<file path="src/rtl/csr_trap_ctrl.sv">
// rtl/csr_trap_ctrl.sv - WB-to-CSR trap sequencer: priority pick, one-cycle CSR strobe, held flush/redirect.
module csr_trap_ctrl #(
  parameter int ADDR_W = 32,
  parameter int CNT_W  = 16,
  parameter bit INT_EN = 1'b1
) (
  input  logic              clk,
  input  logic              resetn,
  input  logic              wb_valid,
  output logic              wb_ready,
  input  logic [ADDR_W-1:0] wb_pc,
  input  logic [ADDR_W-1:0] wb_vaddr,
  input  logic              wb_adef,
  input  logic              wb_ine,
  input  logic              wb_sys,
  input  logic              wb_brk,
  input  logic              wb_ale,
  input  logic              wb_ertn,
  input  logic              has_int,
  input  logic [ADDR_W-1:0] ex_entry,
  input  logic [ADDR_W-1:0] ertn_entry,
  output logic              csr_wb_ex,
  output logic              csr_ertn_flush,
  output logic [5:0]        csr_ecode,
  output logic [8:0]        csr_esubcode,
  output logic [ADDR_W-1:0] csr_pc,
  output logic [ADDR_W-1:0] csr_vaddr,
  output logic              flush,
  output logic              redirect_valid,
  output logic [ADDR_W-1:0] redirect_pc,
  input  logic              redirect_ready,
  output logic [CNT_W-1:0]  trap_cnt
);

  typedef enum logic [1:0] {IDLE, TRAP, REDIR} state_t;

  state_t              state_q;
  logic                wb_ready_q, wb_ex_q, ertn_flush_q, flush_q, redirect_valid_q;
  logic [5:0]          ecode_q;
  logic [8:0]          esubcode_q;
  logic [ADDR_W-1:0]   pc_q, vaddr_q, redirect_pc_q;
  logic [CNT_W-1:0]    cnt_q;

  logic                take_int_d, exc_d, trigger_d;
  logic [5:0]          ecode_d;

  always_comb begin
    take_int_d = INT_EN & has_int;
    exc_d      = take_int_d | wb_adef | wb_ine | wb_sys | wb_brk | wb_ale;
    trigger_d  = exc_d | wb_ertn;
    // ERTN-only retirement records code 0; the ertn strobe, not the code, tells the CSR file what happened
    ecode_d    = 6'h00;
    if (take_int_d)   ecode_d = 6'h00;
    else if (wb_adef) ecode_d = 6'h08;
    else if (wb_ine)  ecode_d = 6'h0D;
    else if (wb_sys)  ecode_d = 6'h0B;
    else if (wb_brk)  ecode_d = 6'h0C;
    else if (wb_ale)  ecode_d = 6'h09;
  end

  always_ff @(posedge clk or negedge resetn) begin
    if (!resetn) begin
      state_q          <= IDLE;
      wb_ready_q       <= 1'b1;
      wb_ex_q          <= 1'b0;
      ertn_flush_q     <= 1'b0;
      flush_q          <= 1'b0;
      redirect_valid_q <= 1'b0;
      ecode_q          <= '0;
      esubcode_q       <= '0;
      pc_q             <= '0;
      vaddr_q          <= '0;
      redirect_pc_q    <= '0;
      cnt_q            <= '0;
    end else begin
      case (state_q)
        IDLE: begin
          if (wb_valid && trigger_d) begin
            state_q      <= TRAP;
            wb_ready_q   <= 1'b0;
            wb_ex_q      <= exc_d;
            ertn_flush_q <= ~exc_d;
            flush_q      <= 1'b1;
            ecode_q      <= ecode_d;
            esubcode_q   <= 9'd0;
            pc_q         <= wb_pc;
            vaddr_q      <= wb_vaddr;
          end
        end
        TRAP: begin
          state_q          <= REDIR;
          wb_ex_q          <= 1'b0;
          ertn_flush_q     <= 1'b0;
          redirect_valid_q <= 1'b1;
          // entry is sampled while the CSR file is still seeing the strobe, i.e. its pre-update value
          redirect_pc_q    <= ertn_flush_q ? ertn_entry : ex_entry;
          if (cnt_q != {CNT_W{1'b1}}) cnt_q <= cnt_q + 1'b1;
        end
        REDIR: begin
          if (redirect_ready) begin
            state_q          <= IDLE;
            wb_ready_q       <= 1'b1;
            flush_q          <= 1'b0;
            redirect_valid_q <= 1'b0;
          end
        end
        default: state_q <= IDLE;
      endcase
    end
  end

  assign wb_ready       = wb_ready_q;
  assign csr_wb_ex      = wb_ex_q;
  assign csr_ertn_flush = ertn_flush_q;
  assign csr_ecode      = ecode_q;
  assign csr_esubcode   = esubcode_q;
  assign csr_pc         = pc_q;
  assign csr_vaddr      = vaddr_q;
  assign flush          = flush_q;
  assign redirect_valid = redirect_valid_q;
  assign redirect_pc    = redirect_pc_q;
  assign trap_cnt       = cnt_q;

endmodule

</file>
<file path="config.mk">
export PLATFORM = sky130hd
export DESIGN_NAME = csr_trap_ctrl
export DESIGN_NICKNAME = d
export VERILOG_FILES = /design/src/rtl/csr_trap_ctrl.sv
export SDC_FILE = /design/constraint.sdc
export NUM_CORES = 1
export LEC_CHECK = 0
export CAP_MARGIN = 10
export CELL_PAD_IN_SITES_DETAIL_PLACEMENT = 0
export CELL_PAD_IN_SITES_GLOBAL_PLACEMENT = 1
export CORE_AREA = 2 2 131 133
export DETAILED_ROUTE_END_ITERATION = 10
export DIE_AREA = 0 0 133 135
export PLACE_DENSITY_LB_ADDON = 0.1
export SLEW_MARGIN = 30
export SYNTH_ARGS = -nofsm -noshare
export SYNTH_HDL_FRONTEND = slang
export SYNTH_SLANG_ARGS = --single-unit
</file>
<file path="constraint.sdc">
create_clock -name clk -period 4.27 [get_ports clk]
set_input_delay 0.6405 -clock clk [delete_from_list [all_inputs] [get_ports clk]]
set_output_delay 0.6405 -clock clk [all_outputs]
set_load 0.005 [all_outputs]
</file>
# Word-level counts from Yosys, hierarchy flattened
# Cells that the tools add are included.
[word_totals]
in_bits = 139
regBits = 125
wordCells = 56
out_inout_bits = 132
[op_classes]
bitwise_logic = 7
muxes = 21
reduce_logical = 11
eq_ne = 5
n_addsub = 1
[op_table]
columns = ["operator", "count"]
rows = [
  ["$mux W32", 1],
  ["$mux W4", 5],
  ["$add A16 B1 Y16 const B", 1],
  ["$ne A16 B16 Y1 const B", 1],
  ["$pmux W1 S2", 5],
  ["$reduce_and A2 Y1", 5],
  ["$mux W1", 6],
  ["$mux W6", 1],
  ["$or A1 B1 Y1", 6],
  ["$pmux W2 S3", 1],
  ["$reduce_bool A2 Y1", 3],
  ["$mux W2", 2],
  ["$ne A2 B2 Y1 const B", 2],
  ["$reduce_and A3 Y1", 1],
  ["$eq A2 B1 Y1 const B", 1],
  ["$eq A2 B2 Y1 const B", 1],
  ["$logic_not A2 Y1", 1],
  ["$logic_and A1 B1 Y1", 1],
  ["$not A1 Y1", 1],
]

# Longest topological paths before layout
# Gate-level depths: netlist of the first run.
[logic_depth]
ltp_word = 9
mapped_depth = 7
mapped_depth_nobuf = 5

# Worst setup path after synthesis of the first run
# No wires, ideal clock.
[synth_timing]
path_kind = "input-to-reg"
startpoint = "in wb_ine"
endpoint = "reg vaddr_q[10], in the netlist csr_vaddr[10]"
setup_ns = 0.127
t_required_ns = 4.143
path_buffers = 2
path_stages = 5
slack_ns = 2.064
arrival_time_ns = 2.079
cell_sequence = "or4_4 -> o31ai_4 -> buf_4 -> buf_6 -> mux2_1"
[synth_between]
elab_chain_len = 7
[synth_rtl]
columns = ["element", "line_no", "text"]
rows = [
  ["start, declared", "14", "input logic wb_ine,"],
  ["$or A1 B1 Y1 (4 in a row)", "49", "exc_d = take_int_d | wb_adef | wb_ine | wb_sys | wb_brk | wb_ale;"],
  ["$or A1 B1 Y1", "50", "trigger_d = exc_d | wb_ertn;"],
  ["$logic_and A1 B1 Y1", "78", "if (wb_valid && trigger_d) begin"],
  ["$reduce_and A2 Y1 (no source line)", "--", ""],
  ["end signal, assigned", "87", "vaddr_q <= wb_vaddr;"],
  ["end, declared", "41", "logic [ADDR_W-1:0] pc_q, vaddr_q, redirect_pc_q;"],
]
# No other way between the ends.
# A chain may end at the register's enable or synchronous reset.

# Final worst setup path of the first run
[layout_timing]
startpoint = "in wb_ine"
endpoint = "reg pc_q[22], in the netlist csr_pc[22]"
[layout_between]
elab_chain_len = 7
[layout_rtl]
columns = ["element", "line_no", "text"]
rows = [
  ["$or A1 B1 Y1 (4 in a row)", "49", ""],
  ["$or A1 B1 Y1", "50", ""],
  ["$logic_and A1 B1 Y1", "78", ""],
  ["$reduce_and A2 Y1 (no source line)", "--", ""],
  ["end signal, assigned", "86", "pc_q <= wb_pc;"],
  ["end, declared", "41", ""],
]
# No other way between the ends.

==> flow_metrics.py, run 1 <==
metrics = {
    "clock_network": {
        "post_cts_resized": 0,
        "holdBufCountCts": 0,
        "path_clk_slew_ps": 60,
        "cts_buffers": 17,
        "ctsRootBufferMaster": "clkbuf_16",
        "worstSkewPairLatency_ps": 410,
        "cts_tree": "done",
        "htree_num_levels": 4,
        "clk_path_buf_depth": 2,
        "post_cts_buffers": 0,
        "clock_sinks": 123,
    },
    "logic_synthesis": {
        "synthCells": 408,
        "ys_top_cells_by_area": "dfrtp_1 59%, mux2_2 11%, mux2i_1 6.2%",
        "ys_ff_latch": 123,
        "synth_cell_type_count": 40,
        "synth_area_mm2": 0.00519,
        "yosysSeqAreaShare": 0.593,
        "ys.flop_type": "dfrtp_1",
        "yosysWarningCount": 0,
        "async_reset_ff_frac": 1.00,
        "synth_top_area_share": 0.588,
        "syn_avg_cell_area_um2": 12.7,
        "synth_edf_count": 0,
        "synth.largest_area_cell": "dfrtp_1",
    },
    "critical_path": {
        "worst-r2r-cell-count": 5,
        "slowest_delay_ps": 600,
        "start_kind": "input port",
        "r2r_slack_ps": 2200,
        "regToRegEndpoint": "trap_cnt[10]",
        "crit_fanout": 70,
        "cp_slowest_cell": "or4_4",
        "criticalPathCategory": "input port to flop",
        "required_ps": 4560,
        "worstSetupEndpointType": "flop",
        "critPathArrivalTime_ps": 2890,
        "r2r-start": "state_q[1]",
        "path_cells": "clkdlybuf4s50_1, or4_4, o31ai_4, buf_12, mux2_2",
    },
    "sta": {
        "hold_ws_ps": 242,
        "worst_slew_pin_slew_ps": 695,
        "finClkSkew_ps": 6.43,
        "drv_slew": 0,
        "max_slew_margin": 0.536,
        "rsz0062_at_grt": "no",
        "hold_viol_final": 0,
        "final.setup.worst_slack_ps": 1670,
        "finalSetupViolCount": 0,
        "max_freq_mhz": 385,
        "period_share": 0.609,
        "fin_crit_ps": 2600,
        "fin_setup_tns_ps": 0,
    },
    "drt": {
        "drc": 0,
        "detail_route.first_pass.iterations": 4,
        "drtAntennaViolNets": 0,
        "via_per_inst": 4.42,
        "vias": 3985,
        "initialDrtViolationCount": 127,
        "wl_mm": 14.4,
        "avgRoutedWirePerCell_um": 16.0,
    },
    "power": {
        "vdd_drop_max_uv": 322,
        "power.total_mw": 5.55,
        "power_density_mw_per_mm2": 645,
        "power_leakage_nw": 3.54,
    },
    "cells_and_area": {
        "antenna_cells": 0,
        "syn_to_final_growth_pct": 65.7,
        "fin_util": 0.524,
        "fin_nets": 808,
        "layout_commonest_cell": "clkdlybuf4s50_1",
        "n_fill_cell": 1405,
        "final_cell_mix": "258 x clkdlybuf4s50_1, 121 x dfrtp_1, 49 x mux2_2",
        "drive_above_1_share": 0.141,
    },
    "floorplan": {
        "dieArea_mm2": 0.0180,
        "die_height_um": 135,
        "core_area_mm2": 0.0164,
        "num_rows": 47,
        "initial_utilization": 0.316,
        "die_w_um": 133,
        "pin_count": 271,
    },
    "status": {
        "status": "complete, no violations",
    },
    "job": {
        "maxCapViolations": 0,
    },
    "placed_design": {
        "io_buffers": 259,
        "dp_hpwl_mm": 10.7,
        "pre_cts_ws_ps": 1240,
        "gp_congestion": 0.750,
    },
    "hold_path": {
        "hp-class": "input port to asynchronous set/reset pin",
    },
    "grt": {
        "grt_pass1_wl_mm": 22.7,
        "grtUsageTotal": 0.164,
        "grt_pass1_vias": 4201,
        "grt_antenna_before_repair": 0,
        "overflow": 0,
        "grt_max_degree": 77,
    },
}
## Yosys cell counts, types with 3 or more instances
master and number:
mux2i_1 32, nand3_1 6, and3_1 4, nand2_1 44, clkbuf_1 11, buf_4 12, mux2_2 49, inv_1 6
buf_2 5, nand4_1 6, nor2_1 4, xor2_1 8, o21ai_0 37, dfrtp_1 122, o31ai_1 3, nor3_1 6
or2_2 3, mux2_1 17, xnor2_1 5
## routing by layer
layer,vias to the layer above,GRT usage,share of wire
met5,-,0,0
met2,150,0.280,0.51
met1,1887,0.186,0.39
met4,0,0.0693,0.023
li1,1925,-,-
met3,23,0.0578,0.072
## cell type report
type / instances / area (um2) / share of cell area
well taps: 220 / 275 / 0.0320
clock buffers: 23 / 508 / 0.0590
flip-flops and latches: 123 / 3080 / 0.358
inverters: 6 / 22.5 / 0.00262
repair buffers: 263 / 2640 / 0.306
multi-input cells: 257 / 1940 / 0.226
clock inverters: 9 / 134 / 0.0156
## kinds of logic (layout without fill, tap and decap cells)
family	after synthesis	in the layout	share of synthesized area
AO/OA/AOI/OAI	49	49	0.0542
XOR/XNOR	13	13	0.0219
adder cells (fa/ha/maj)	1	1	0.00241
buffers and inverters	38	301	0.0402
flip-flops	123	123	0.593
multiplexers	98	98	0.205
other	1	11	0.000722
AND/OR/NAND/NOR	85	85	0.0827
## state kept, by name (all words and copies together), names as in the netlist, 2 cells and up
register and flops:
csr_ecode 4, csr_pc 32, csr_vaddr 32, redirect_pc 32
state_q 2, trap_cnt 16
## worst max-delay path, delay by kind of cell
| kind | cells | cell delay, ps |
|---|---|---|
| AND/OR/NAND/NOR | 1 | 600 |
| AO/OA/AOI/OAI | 1 | 370 |
| multiplexers | 1 | 390 |
| buffers and inverters | 2 | 850 |
## worst max path at each step
| stage | cells after the start | from | to | slack [ps] |
|---|---|---|---|---|
| after floorplan | 5 | wb_ine | csr_vaddr[10] | 2060 |
| after global placement | 5 | wb_ine | csr_pc[1] | 1290 |
| after detailed placement | 5 | wb_ine | csr_vaddr[27] | 1240 |
| after CTS | 1 | csr_ertn_flush | csr_ertn_flush | 1500 |
| after global routing | 5 | wb_ine | csr_vaddr[27] | 1580 |
| final | 5 | wb_ine | csr_pc[22] | 1670 |
## per-stage QoR
step                      cells  area, um2
final                       901       8600
after global routing        901       8600
after CTS                   901       8600
after detailed placement    869       7960
after global placement      869       7960
after floorplan             418       5230
## where the power goes
group / total [mW] / switching, mW / internal (mW) / leakage [nW]
clock: 1.52 / 0.507 / 1.01 / 0.304
sequential: 1.98 / 0.287 / 1.69 / 1.49
combinational: 2.05 / 0.711 / 1.34 / 1.75
total: 5.55 / 1.50 / 4.04 / 3.54
Note: power is estimated with default switching activity, not from simulation.
==> run 2: changes to the inputs <==
--- a/config.mk
+++ b/config.mk
@@ -8,9 +8,9 @@
 export CAP_MARGIN = 10
 export CELL_PAD_IN_SITES_DETAIL_PLACEMENT = 0
 export CELL_PAD_IN_SITES_GLOBAL_PLACEMENT = 1
-export CORE_AREA = 2 2 131 133
+export CORE_AREA = 2 2 142 144
 export DETAILED_ROUTE_END_ITERATION = 10
-export DIE_AREA = 0 0 133 135
+export DIE_AREA = 0 0 144 146
 export PLACE_DENSITY_LB_ADDON = 0.1
 export SLEW_MARGIN = 30
 export SYNTH_ARGS = -nofsm -noshare
==> constraint.sdc (replaced) <==
create_clock -name clk -period 2.3 [get_ports clk]
set_input_delay 0.345 -clock clk [delete_from_list [all_inputs] [get_ports clk]]
set_output_delay 0.345 -clock clk [all_outputs]
set_load 0.005 [all_outputs]
==> flow_metrics.py, run 2 (synthesized netlist as in run 1, its figures left out) <==
metrics = {
    "status": {
        "status": "complete, no violations",
    },
    "clock_network": {
        "worstSkewPairLatency_ps": 410,
        "htree_num_levels": 4,
        "clock_sinks": 123,
        "clk_path_buf_depth": 2,
        "path_clk_slew_ps": 60,
        "holdBufCountCts": 1,
        "ctsRootBufferMaster": "clkbuf_16",
        "post_cts_resized": 0,
        "cts_buffers": 17,
        "post_cts_buffers": 0,
        "cts_tree": "done",
    },
    "critical_path": {
        "crit_fanout": 17,
        "criticalPathCategory": "input port to flop",
        "start_kind": "input port",
        "worstSetupEndpointType": "flop",
        "required_ps": 2590,
        "critPathArrivalTime_ps": 2280,
    },
    "cells_and_area": {
        "design_area_mm2": 0.00877,
        "drive_above_1_share": 0.155,
        "fin_nets": 822,
        "layout_commonest_cell": "clkdlybuf4s50_1",
        "final-instance-count-excl-fill": 961,
        "syn_to_final_growth_pct": 68.9,
        "final_cell_mix": "258 x clkdlybuf4s50_1, 121 x dfrtp_1, 49 x mux2_2",
    },
    "drt": {
        "detail_route.first_pass.iterations": 4,
        "initialDrtViolationCount": 130,
        "wl_mm": 14.8,
        "drc": 0,
        "avgRoutedWirePerCell_um": 15.4,
        "vias": 4100,
        "drtAntennaViolNets": 0,
        "via_per_inst": 4.27,
    },
    "grt": {
        "grt_pass1_vias": 4329,
        "grt_max_degree": 68,
        "grtUsageTotal": 0.145,
        "grt_pass1_wl_mm": 23.3,
        "overflow": 0,
        "grt_antenna_before_repair": 0,
    },
    "sta": {
        "fin_crit_ps": 1990,
        "finClkSkew_ps": 6.51,
        "period_share": 0.865,
        "max_freq_mhz": 503,
        "hold_ws_ps": 400,
        "max_slew_margin": 0.620,
        "finalSetupViolCount": 0,
        "hold_viol_final": 0,
        "rsz0062_at_grt": "no",
        "worst_slew_pin_slew_ps": 571,
        "drv_slew": 0,
    },
    "hold_path": {
        "hp-class": "input port to asynchronous set/reset pin",
    },
    "floorplan": {
        "dieArea_mm2": 0.0210,
        "die_w_um": 144,
        "initial_utilization": 0.269,
        "die_height_um": 146,
        "pin_count": 271,
        "core_area_mm2": 0.0193,
        "num_rows": 51,
    },
    "placed_design": {
        "io_buffers": 259,
        "placed_cell_area_mm2": 0.00815,
        "gp_congestion": 0.709,
        "dp_hpwl_mm": 11.3,
        "dp.cells": 927,
    },
    "job": {
        "maxCapViolations": 0,
    },
    "power": {
        "power_density_mw_per_mm2": 1170,
        "power_leakage_nw": 3.60,
        "vdd_drop_max_uv": 522,
    },
}
## run 2: cell types whose count changed in the layout (fill, tap and decap cells not counted), sizes merged
| cell | delta |
|---|---|
| bufinv | -1 |
| clkinvlp | +1 |
| diode | +1 |
| buf | +13 |
| dlygate4sd3 | +1 |
## run 2: path summary, 6_finish.rpt
kind / start / endpoint / slack (ps) / depth (start not counted)
max: wb_ine / csr_pc[13] / 310 / 5
min reg2reg: wb_ready / wb_ready / 470 / 2
min in group clk: wb_ready / wb_ready / 470 / 2
min: resetn / trap_cnt[10] / 400 / 2
max in group asynchronous: resetn / wb_ready / 1230 / 3
max reg2reg: trap_cnt[0] / trap_cnt[13] / 390 / 5
## run 2: worst max-delay path: stages
cell	delay (ps)
clkdlybuf4s50_1	420
or4_4	560
o31ai_4	270
buf_4	310
mux2_2	360
## run 2: power breakdown
group | leakage [nW] | switching, mW | internal, mW
clock network | 0.284 | 0.963 | 1.74
logic | 1.83 | 1.32 | 2.53
registers | 1.49 | 0.534 | 3.14
total | 3.60 | 2.82 | 7.41
## run 2: final cells by class
type                    count  area, um2
repair buffers            277       2780
diodes                      1       2.50
flip-flops and latches    123       3080
well taps                 265        332
clock inverters             9        111
clock buffers              23        498
fillers                  1829      10600
inverters                   6       22.5
multi-input cells         257       1940
## run 2: routing by layer
layer	GRT usage	up-vias	wire length [um]
met5	0	-	0
met4	0.0647	0	361
met3	0.0438	20	1040
met2	0.258	151	7730
met1	0.159	1967	5710
li1	-	1962	-
## run 2: metrics by stage
step / setup WS (ps) / total power [mW] / util / setup TNS [ps]
finish: 311 / 10.2 / 0.454 / 0
global route: 250 / 10.9 / 0.453 / 0
CTS: 300 / 10.4 / 0.453 / 0
detailed placement: -120 / 7.65 / 0.421 / -5350
global placement: -88.0 / 7.56 / 0.421 / -4040
floorplan: 389 / 5.00 / - / 0
==> run 3: changes to the inputs <==
--- a/config.mk
+++ b/config.mk
@@ -16,3 +16,4 @@
 export SYNTH_ARGS = -nofsm -noshare
 export SYNTH_HDL_FRONTEND = slang
 export SYNTH_SLANG_ARGS = --single-unit
+export TNS_END_PERCENT = 30
==> results of run 3 <==
Final layout, timing and power as in run 2 (identical DEF).
